$ cat src/rtl/ps_pkg.sv
// ps_pkg: next-address source encoding and sizing helper for program_sequencer_stack.
package ps_pkg;
   typedef enum logic [2:0] {NA_RST, NA_HOLD, NA_JMP, NA_CALL, NA_RET, NA_LOOP, NA_INC} na_src_e;
   function automatic int sp_w(input int depth);
      return $clog2(depth + 1);
   endfunction
endpackage

$ cat src/rtl/ps_return_stack.sv
// ps_return_stack: STACK_DEPTH x PC_W LIFO of return addresses with push/pop/top and sync clear.
module ps_return_stack
   import ps_pkg::*;
#(
   parameter int PC_W = 8,
   parameter int STACK_DEPTH = 4,
   localparam int SPW = sp_w(STACK_DEPTH)
) (
   input  logic            clk,
   input  logic            rst_n,
   input  logic            clr_i,
   input  logic            push_i,
   input  logic            pop_i,
   input  logic [PC_W-1:0] din_i,
   output logic [PC_W-1:0] top_o,
   output logic [SPW-1:0]  sp_o,
   output logic            full_o,
   output logic            empty_o
);
   localparam int AW = STACK_DEPTH > 1 ? $clog2(STACK_DEPTH) : 1;
   logic [PC_W-1:0] mem_q [2**AW];
   logic [SPW-1:0]  sp_q;
   assign full_o  = sp_q == SPW'(STACK_DEPTH);
   assign empty_o = sp_q == '0;
   assign top_o   = mem_q[AW'(sp_q - 1'b1)];
   assign sp_o    = sp_q;
   always_ff @(posedge clk or negedge rst_n)
      if (!rst_n) sp_q <= '0;
      else if (clr_i) sp_q <= '0;
      else if (push_i && !full_o) sp_q <= sp_q + 1'b1;
      else if (pop_i && !empty_o) sp_q <= sp_q - 1'b1;
   always_ff @(posedge clk)
      if (push_i && !full_o && !clr_i) mem_q[AW'(sp_q)] <= din_i;
endmodule

$ cat src/rtl/program_sequencer_stack.sv
// program_sequencer_stack: prioritised next-fetch-address mux, pc register, call/return stack,
// sticky stack flags; zero-overhead loop enabled by defining PS_LOOP_EN.
module program_sequencer_stack
   import ps_pkg::*;
#(
   parameter int PC_W = 8,
   parameter int JMP_W = 4,
   parameter int STACK_DEPTH = 4,
   parameter int LOOP_W = 8
) (
   input  logic              clk,
   input  logic              async_reset_n,
   input  logic              sync_reset,
   input  logic              hold,
   input  logic              jmp,
   input  logic              jmp_nz,
   input  logic              dont_jmp,
   input  logic              call,
   input  logic              ret,
   input  logic [JMP_W-1:0]  jmp_addr,
   input  logic              loop_start,
   input  logic [LOOP_W-1:0] loop_count,
   output logic [PC_W-1:0]   pm_addr,
   output logic [PC_W-1:0]   pc,
   output logic              stack_ovf,
   output logic              stack_unf,
   output logic [7:0]        from_PS
);
   localparam int SPW = sp_w(STACK_DEPTH);
   na_src_e         src;
   logic [PC_W-1:0] pc_q, pc_inc, target, top, nxt, loop_tgt;
   logic [SPW-1:0]  sp;
   logic            full, empty, push, pop, ovf_q, unf_q, loop_hit;
   always_comb begin
      pc_inc = pc_q + 1'b1;
      target = PC_W'(jmp_addr) << (PC_W - JMP_W);
      src = sync_reset ? NA_RST : hold ? NA_HOLD : (jmp || (jmp_nz && !dont_jmp)) ? NA_JMP :
            call ? NA_CALL : ret ? NA_RET : loop_hit ? NA_LOOP : NA_INC;
      case (src)
         NA_RST:          nxt = '0;
         NA_HOLD:         nxt = pc_q;
         NA_JMP, NA_CALL: nxt = target;
         NA_RET:          nxt = empty ? pc_inc : top;
         NA_LOOP:         nxt = loop_tgt;
         default:         nxt = pc_inc;
      endcase
      pm_addr = async_reset_n ? nxt : '0;
   end
   assign push = src == NA_CALL;
   assign pop  = src == NA_RET;
   ps_return_stack #(.PC_W(PC_W), .STACK_DEPTH(STACK_DEPTH)) u_stack (
      .clk(clk), .rst_n(async_reset_n), .clr_i(sync_reset), .push_i(push), .pop_i(pop),
      .din_i(pc_inc), .top_o(top), .sp_o(sp), .full_o(full), .empty_o(empty)
   );
   always_ff @(posedge clk or negedge async_reset_n)
      if (!async_reset_n) begin
         pc_q  <= '0;
         ovf_q <= 1'b0;
         unf_q <= 1'b0;
      end else begin
         pc_q  <= pm_addr;
         ovf_q <= !sync_reset && (ovf_q || (push && full));
         unf_q <= !sync_reset && (unf_q || (pop && empty));
      end
`ifdef PS_LOOP_EN
   logic [PC_W-1:0]   loop_end_q, loop_begin_q;
   logic [LOOP_W-1:0] loop_cnt_q;
   assign loop_hit = pc_q == loop_end_q && loop_cnt_q != '0;
   assign loop_tgt = loop_begin_q;
   // a fresh load takes precedence over the decrement of a loop-back in the same cycle
   always_ff @(posedge clk or negedge async_reset_n)
      if (!async_reset_n) begin
         loop_end_q   <= '0;
         loop_begin_q <= '0;
         loop_cnt_q   <= '0;
      end else if (sync_reset) begin
         loop_end_q   <= '0;
         loop_begin_q <= '0;
         loop_cnt_q   <= '0;
      end else if (!hold && loop_start) begin
         loop_end_q   <= target;
         loop_begin_q <= pc_inc;
         loop_cnt_q   <= loop_count;
      end else if (src == NA_LOOP) begin
         loop_cnt_q   <= loop_cnt_q - 1'b1;
      end
`else
   logic unused_loop;
   assign unused_loop = ^{loop_start, loop_count};
   assign loop_hit = 1'b0;
   assign loop_tgt = '0;
`endif
   assign pc        = pc_q;
   assign stack_ovf = ovf_q;
   assign stack_unf = unf_q;
   assign from_PS   = {ovf_q, unf_q, 6'(sp)};
endmodule

$ cat config.mk
export PLATFORM = sky130hd
export DESIGN_NAME = program_sequencer_stack
export DESIGN_NICKNAME = d
export VERILOG_FILES = /design/src/rtl/ps_pkg.sv /design/src/rtl/ps_return_stack.sv /design/src/rtl/program_sequencer_stack.sv
export SDC_FILE = /design/constraint.sdc
export NUM_CORES = 1
export LEC_CHECK = 0
export CORE_ASPECT_RATIO = 0.5
export CORE_MARGIN = 2
export CORE_UTILIZATION = 25
export CTS_CLUSTER_SIZE = 16
export DETAILED_ROUTE_END_ITERATION = 10
export PLACE_DENSITY = 0.45
export SLEW_MARGIN = 0
export SYNTH_ARGS = -nofsm -noshare
export SYNTH_HDL_FRONTEND = slang
export SYNTH_HIERARCHICAL = 1
export SYNTH_SLANG_ARGS = --single-unit
$ cat constraint.sdc
create_clock -name clk -period 5 [get_ports clk]
set_input_delay 0.75 -clock clk [delete_from_list [all_inputs] [get_ports clk]]
set_output_delay 0.75 -clock clk [all_outputs]
set_load 0.02 [all_outputs]
After elaboration in Yosys (flattened, before gate mapping)
Memory sizes are Yosys's and may differ from the RTL's.
Cells that the tools add are included.
{"block": "word_totals", "reg_bits": 13, "latch_bits": 0, "ram_bits": 32, "rom_bits": 0, "output_inout_bits": 26, "memories": 1}
{"block": "op_classes", "add_sub_neg": 3, "n_mul": 0, "n_div": 0, "magnitude_cmp": 0, "eq_ne": 6, "n_shift": 0, "mux": 13, "n_bitwise": 0, "n_reduce_logical": 20}
{"memory": "u_stack.mem_q", "depth": 4, "width": 8, "read_ports": 1, "rd_clocked_by_memory_dff": 0, "wr": 1, "line": "ps_return_stack.sv:21", "text": "logic [PC_W-1:0] mem_q [2**AW];"}
{"op": "8-bit one-hot mux with 4 select lines", "n": 1}
{"op": "3-bit two-way mux", "n": 7}
{"op": "8-bit two-way mux", "n": 2}
{"op": "3-bit equality test, second input constant", "n": 3}
{"op": "8-bit by 1-bit adder with 8-bit output, second input constant", "n": 1}
{"op": "1-bit logical AND", "n": 8}
{"op": "3-bit by 2-bit equality test with 1-bit output, second input constant", "n": 2}
{"op": "3-bit logical NOT", "n": 2}
{"op": "1-bit logical NOT", "n": 4}
{"op": "2-bit OR reduction", "n": 2}
{"op": "3-bit by 1-bit adder with 3-bit output, second input constant", "n": 1}
{"op": "3-bit by 1-bit equality test with 1-bit output, second input constant", "n": 1}
{"op": "1-bit logical OR", "n": 3}
{"op": "3-bit nonzero test", "n": 1}
{"op": "3-bit by 1-bit subtractor with 3-bit output, second input constant", "n": 1}
{"op": "1-bit two-way mux", "n": 2}
{"op": "2-bit two-way mux", "n": 1}

Longest topological paths before layout
Gate-level depths: netlist (run 1).
{"block": "depth", "ltp_word": 11, "mapped_depth": 9, "ltp_nobuf": 7}

Hierarchy
Netlist (run 1), hierarchy kept.
{"module": "ps_return_stack", "n_inst": 1, "cells_per_inst": 76, "area_each_um2": 1470.2, "seq_area_each_um2": 1036.0}
{"module": "program_sequencer_stack", "n_inst": 1, "cells_per_inst": 104, "area_each_um2": 848.3, "seq_area_each_um2": 250.2}

Worst setup path before layout (run 1)
OpenSTA, ideal clock, no wires.
{"block": "synth_path", "path_type": "register to output", "startpoint": "register u_stack.sp_q[0] (netlist: u_stack/sp_o[0])", "endpoint": "output port pm_addr[0]", "arrival_ps": 2404, "t_required_ps": 4250, "setup_slack_ps": 1846, "stages_incl_launch_ff": 10, "cell_sequence": "dfrtp_1 -> buf_4 -> inv_1 -> ha_1 -> nor2b_1 -> buf_2 -> o21bai_1 -> a31oi_1 -> mux2i_1 -> o21ai_0"}
{"block": "synth_via", "word_cells_on_any_way": 6, "classes_between": "add/sub (1); mux (3); reduce/logical (1); memory (1)"}
{"element": "from (decl)", "line": "ps_return_stack.sv:22", "text": "logic [SPW-1:0] sp_q;"}
{"element": "from (signal assigned)", "line": "ps_return_stack.sv:30", "text": "else if (push_i && !full_o) sp_q <= sp_q + 1'b1;"}
{"element": "from (signal assigned)", "line": "ps_return_stack.sv:31", "text": "else if (pop_i && !empty_o) sp_q <= sp_q - 1'b1;"}
{"element": "3-bit logical NOT", "line": "ps_return_stack.sv:24", "text": "assign empty_o = sp_q == '0;"}
{"element": "named net empty", "line": "program_sequencer_stack.sv:33", "text": "logic full, empty, push, pop, ovf_q, unf_q, loop_hit;"}
{"element": "8-bit two-way mux", "line": "program_sequencer_stack.sv:43", "text": "NA_RET: nxt = empty ? pc_inc : top;"}
{"element": "8-bit one-hot mux with 4 select lines", "line": "program_sequencer_stack.sv:39", "text": "case (src)"}
{"element": "8-bit two-way mux", "line": "program_sequencer_stack.sv:47", "text": "pm_addr = async_reset_n ? nxt : '0;"}
{"element": "to (decl)", "line": "program_sequencer_stack.sv:23", "text": "output logic [PC_W-1:0] pm_addr,"}
The timed path passes the listed nets, and every way through them passes these cells.

Final worst setup path (run 1)
{"block": "layout_path", "startpoint": "input port hold", "endpoint": "output port pm_addr[4]"}
{"block": "layout_via", "word_cells_on_any_way": 12, "classes_between": "eq/ne (5); mux (4); reduce/logical (3)"}
{"element": "from (decl)", "line": "program_sequencer_stack.sv:14", "text": "input logic hold,"}
{"element": "3-bit two-way mux (2 in a row)", "line": "program_sequencer_stack.sv:37", "text": "src = sync_reset ? NA_RST : hold ? NA_HOLD : (jmp || (jmp_nz && !dont_jmp)) ? NA_JMP :"}
{"element": "3-bit equality test"}
{"element": "named net pop", "line": "program_sequencer_stack.sv:33"}
{"element": "8-bit one-hot mux with 4 select lines", "line": "program_sequencer_stack.sv:39"}
{"element": "8-bit two-way mux", "line": "program_sequencer_stack.sv:47"}
The timed path passes the listed nets, and every way through them passes these cells.

==> out/summary.txt, run 1 <==
Rows: 24
Vias: 1624
CTS tree: yes
Async SR Flop Fraction: 28.9%
RSZ-0062 raised after global routing: false
IO buf count: 35
Synth area leader: edfxtp_1
Worst Tran Pin Value: 0.546 ns
Final Power: 0.000891 W
Ys flop type: edfxtp_1
Routed Antenna Nets: 0
Pwr Density: 304 mW/mm²
Max-slew headroom: 63.6%
Clock H-tree levels: 2
Mapped Cells: 180
Crit path cell chain: clkdlybuf4s50_1 > nor3b_1 > nand3_1 > inv_1 > o211a_1 > o221a_2 > clkdlybuf4s50_1
VDD IR max: 0.110 mV
Die area: 0.0101 mm²
Setup Fix Bufs, Post-CTS: 0
CP Max Fanout: 13
Critical Path AT: 3.20 ns
Synth top cells by count: edfxtp_1 (32), nor2_1 (15), dfrtp_1 (13)
Pleak: 1.07 nW
Element type at the critical path start: input pin
Clock root cell: clkbuf_16
Max Fclk: 0.253 GHz
Crit path top cell by count: clkdlybuf4s50_1
Worst min path class: reg -> reg
Fin Hold WS: 0.545 ns
Fraction of layout cells with a size suffix above 1: 14.7%
Total length of routed wires: 5760 µm
GR Util met2: 18.2%
Max stage delay on crit path: 0.63 ns
DP HPWL: 4160 µm
CTS clk-pin slew, worst paths: 0.06 ns
Period utilization: 79.1%
Critical Path Sink Type: output port
Gpl congestion: 0.782
TritonCTS Buffers: 5
Die Y: 72.1 µm
Met3 Track Usage GR: 2.97%
Finish-stage setup viols: 0
Synth area leaders: edfxtp_1 (41%), dfrtp_1 (14%), mux4_2 (7.8%)
CTS hold repair buffers: 0
Resized cells post-CTS: 0
Crit path required time: 4.25 ns
Min Clock Period, post-route: 3.95 ns
Slew Limit Fails: 0
Gr usage total: 12.0%
Die width: 140 µm
DRT iter0 DRCs: 106
Core box area: 0.00886 mm²
Antenna violations before repair: 0
Hold Vio Cnt, Final: 0
Met1 Use GR: 17.0%
Fin area: 0.00293 mm²
Top cell type's share of synthesized area: 41.4%
DR DRC count: 0
Layout area overhead: 26.5%
Critical path class: in -> out
IO Pins: 48
Register area share after synthesis: 55.5%
CTS sink cnt: 45
Inserted Diodes: 0
EDFF count, synth: 32
Yosys cell types: 52
Synthesized area per cell: 12.9 µm²
Cell Area, Placed: 0.00279 mm²
Worst Skew: 0.00677 ns
Starting Density: 26.2%
Final core occ: 33.1%
Busiest grt layer: met2
WL per Instance: 17.2 µm
Status: complete, no violations
Synth Cell Area: 0.00232 mm²
Clk_lat worst skew: 0.28 ns
TritonRoute pass-1 iters: 4
Vias in the first global route: 1647
Nets: 245
Flops & latches, synth: 45
Count leader, synth: edfxtp_1
Global-route wire length before repair: 9230 µm
Setup tns final: 0 ns
Total congestion overflow: 0
DR vias/cell: 4.85
Number of max-cap violations: 0
Crit path max-delay cell type: clkdlybuf4s50_1
Fillcell total: 867
Largest net degree at the start of global routing: 14
Yosys warning total: 6
CTS Buffer Depth: 2
[metal layers]
metal | part of all wire [%] | vias up | wire, µm
met3 | 5.9 | 5 | 338
met5 | 0 | - | 0
met2 | 45 | 42 | 2590
li1 | - | 753 | -
met1 | 48 | 824 | 2790
met4 | 0.88 | 0 | 51
[cell type report]
type | count | area [µm²] | share of cell area (%)
Tap cell | 117 | 146 | 4.99
Clock buffer | 8 | 146 | 4.99
Timing Repair Buffer | 39 | 380 | 13.0
Sequential cell | 45 | 1290 | 43.9
Multi-Input combinational cell | 117 | 940 | 32.0
Inverter | 9 | 33.8 | 1.15
[critical path, delay by kind of cell]
family,cells,cell delay (ns)
and+or+nand+nor,2,0.55
buffers and inverters,3,1.49
AOI/OAI and AO/OA,2,0.40
[cells in the final DEF (no fill, tap or decap), types with 3 or more instances in the layout]
cell             netlist  final
a2111oi_0              4      4
a21oi_1                7      7
a31oi_1                3      3
and2_1                 5      5
buf_4                  6      4
clkbuf_16              0      5
clkdlybuf4s50_1        0     35
conb_1                 1      3
dfrtp_1               13     13
edfxtp_1              32     32
ha_1                   6      6
inv_1                  9      9
mux4_2                 8      8
nand2_1                8      8
nand3_1                7      7
nor2_1                15     15
nor2b_1                6      6
o221a_2                3      3
o31ai_1                3      3
xor2_1                 3      3
[where the power goes]
group          internal, W  leakage, nW  switching (W)
sequential        0.000405        0.466     0.00000694
combinational    0.0000700        0.534      0.0000814
clock             0.000199       0.0712       0.000129
total             0.000674         1.07       0.000217
[registers in the layout, indices dropped and copies added (netlist names)]
name and count:
pc 8, u_stack/sp_o 3, u_stack/mem_q 32, stack_ovf 1, stack_unf 1
[metrics by stage]
stage | cells | worst slack, ns
after floorplan | 182 | 1.85
after global placement | 327 | 1.02
after detailed placement | 327 | 1.06
after CTS | 335 | 1.03
after global routing | 335 | 0.874
final | 335 | 1.05
[cells by family (layout without fill, tap and decap cells)]
family,Yosys count,after routing,share of synthesized area (%)
AOI/OAI and AO/OA,35,35,11.9
xor gates and xnor gates,5,5,1.89
adders and majority gates,6,6,3.24
buffers and inverters,20,56,4.32
DFF,45,45,55.5
muxes,11,11,9.28
other,1,3,0.162
and+or+nand+nor,57,57,13.7
[path summary, 6_finish.rpt]
path                                      start         end  slack [ns]  depth (start not counted)
worst max-delay path                       hold  pm_addr[4]        1.05                          7
worst min-delay path                  stack_unf   stack_unf        0.54                          2
worst max register to register  u_stack/sp_o[1]       pc[4]        2.67                          6
worst min register to register        stack_unf   stack_unf        0.54                          2
max in group asynchronous         async_reset_n       pc[6]        3.66                          2
min in group asynchronous         async_reset_n   stack_unf        0.79                          1
No activity file was read; power rests on OpenSTA's default activity.
==> inputs of run 2 (changes only) <==
clock period = 4.1 ns   (was 5 ns; I/O delays follow)
==> run 2 against run 1 <==
  * Non-clock buffer count rose by 3
  * First-iteration DRC count rose by 13%
  * Total power rose by 21%
==> out/summary.txt, run 2 (synthesized netlist as in run 1, its figures left out) <==
Commonest non-fill, non-tap cells in the layout: clkdlybuf4s50_1 (35), edfxtp_1 (32), nor2_1 (15)
Min Clock Period, post-route: 3.76 ns
R2r worst-path depth: 6
Critical Path AT: 3.14 ns
IO buf count: 35
Fillcell total: 869
VDD IR max: 0.152 mV
Clock root cell: clkbuf_16
CTS clk-pin slew, worst paths: 0.06 ns
Element type at the critical path start: input pin
Worst Tran Pin Value: 0.664 ns
Max Fclk: 0.266 GHz
Number of max-cap violations: 0
Routed Antenna Nets: 0
Inserted Diodes: 0
Rows: 24
DRT iter0 DRCs: 120
Total congestion overflow: 0
Worst min path class: reg -> reg
Setup Fix Bufs, Post-CTS: 0
Hold Crit Depth: 2
Reg with most FFs: u_stack/mem_q
Gpl congestion: 0.752
Global-route wire length before repair: 8960 µm
Total length of routed wires: 5690 µm
Die Y: 72.1 µm
Placed cell count: 330
TritonCTS Buffers: 5
Resized cells post-CTS: 0
Max reg flops: 32
Final core occ: 33.3%
Nets: 248
Crit path required time: 3.48 ns
Critical path class: in -> out
Fraction of layout cells with a size suffix above 1: 16.3%
Largest net degree at the start of global routing: 15
Slew Limit Fails: 0
Hold Vio Cnt, Final: 0
Clk_lat worst skew: 0.28 ns
Die width: 140 µm
Layout area overhead: 27.3%
Antenna violations before repair: 0
Vias in the first global route: 1587
Core box area: 0.00886 mm²
CP Max Fanout: 6
DR vias/cell: 4.77
Gr usage total: 11.8%
CTS hold repair buffers: 0
Period utilization: 91.6%
Pwr Density: 364 mW/mm²
DP HPWL: 4200 µm
Worst Skew: 0.00522 ns
Clock H-tree levels: 2
CTS Buffer Depth: 2
Die area: 0.0101 mm²
Starting Density: 26.2%
RSZ-0062 raised after global routing: false
Vias: 1613
Setup tns final: 0 ns
Commonest non-fill, non-tap cell in the layout: clkdlybuf4s50_1
Status: complete, no violations
Finish-stage setup viols: 0
Critical Path Sink Type: output port
Final std cells w/o fill: 338
Max-slew headroom: 54.6%
IO Pins: 48
DR DRC count: 0
WL per Instance: 16.8 µm
TritonRoute pass-1 iters: 4
Pleak: 1.09 nW
CTS sink cnt: 45
CTS tree: yes
-- run 2: final cells by class --
| cell class | count | area (µm²) | share of cell area [%] |
|---|---|---|---|
| Sequential cell | 45 | 1290 | 43.6 |
| Multi-Input combinational cell | 117 | 940 | 31.8 |
| Timing Repair Buffer | 42 | 403 | 13.6 |
| Tap cell | 117 | 146 | 4.96 |
| Clock buffer | 5 | 125 | 4.24 |
| Inverter | 9 | 33.8 | 1.14 |
| Clock inverter | 3 | 17.5 | 0.593 |
-- run 2: final timing paths --
kind	startpoint	endpoint	slack, ns
setup / recovery	call	pm_addr[4]	0.34
hold / removal	stack_ovf	stack_ovf	0.55
max in group asynchronous	async_reset_n	pc[6]	3.21
min in group asynchronous	async_reset_n	stack_unf	0.72
hold reg to reg	stack_ovf	stack_ovf	0.55
setup reg to reg	u_stack/sp_o[1]	pc[4]	1.83
-- run 2: per-layer routing --
layer  global-route usage [%]  vias to the layer above  wire length [µm]
li1                         -                      763                 -
met1                     16.6                      814              2880
met2                     18.8                       34              2480
met3                     2.71                        2               304
met4                     2.36                        0                27
met5                        0                        -                 0
-- run 2: stage by stage --
step	total power, W	instance area (µm²)	worst slack (ns)	hold WS, ns
2_1_floorplan	0.000631	2330	1.08	0.319
3_3_place_gp	0.000702	2810	0.401	0.535
3_5_place_dp	0.000701	2810	0.371	0.535
4_1_cts	0.00109	2950	0.362	0.553
5_1_grt	0.00112	2950	0.189	0.604
6_report	0.00108	2950	0.345	0.545
-- run 2: critical path, cell delays in order --
cell and delay [ns]:
clkdlybuf4s50_1 0.45, nor2_1 0.31, nand2_1 0.18, a2111oi_0 0.64, o221a_2 0.33, clkdlybuf4s50_1 0.61
-- run 2: power breakdown --
group / switching, W / internal [W]
Combinational: 0.000100 / 0.0000882
Clock: 0.000161 / 0.000223
Sequential: 0.00000843 / 0.000493
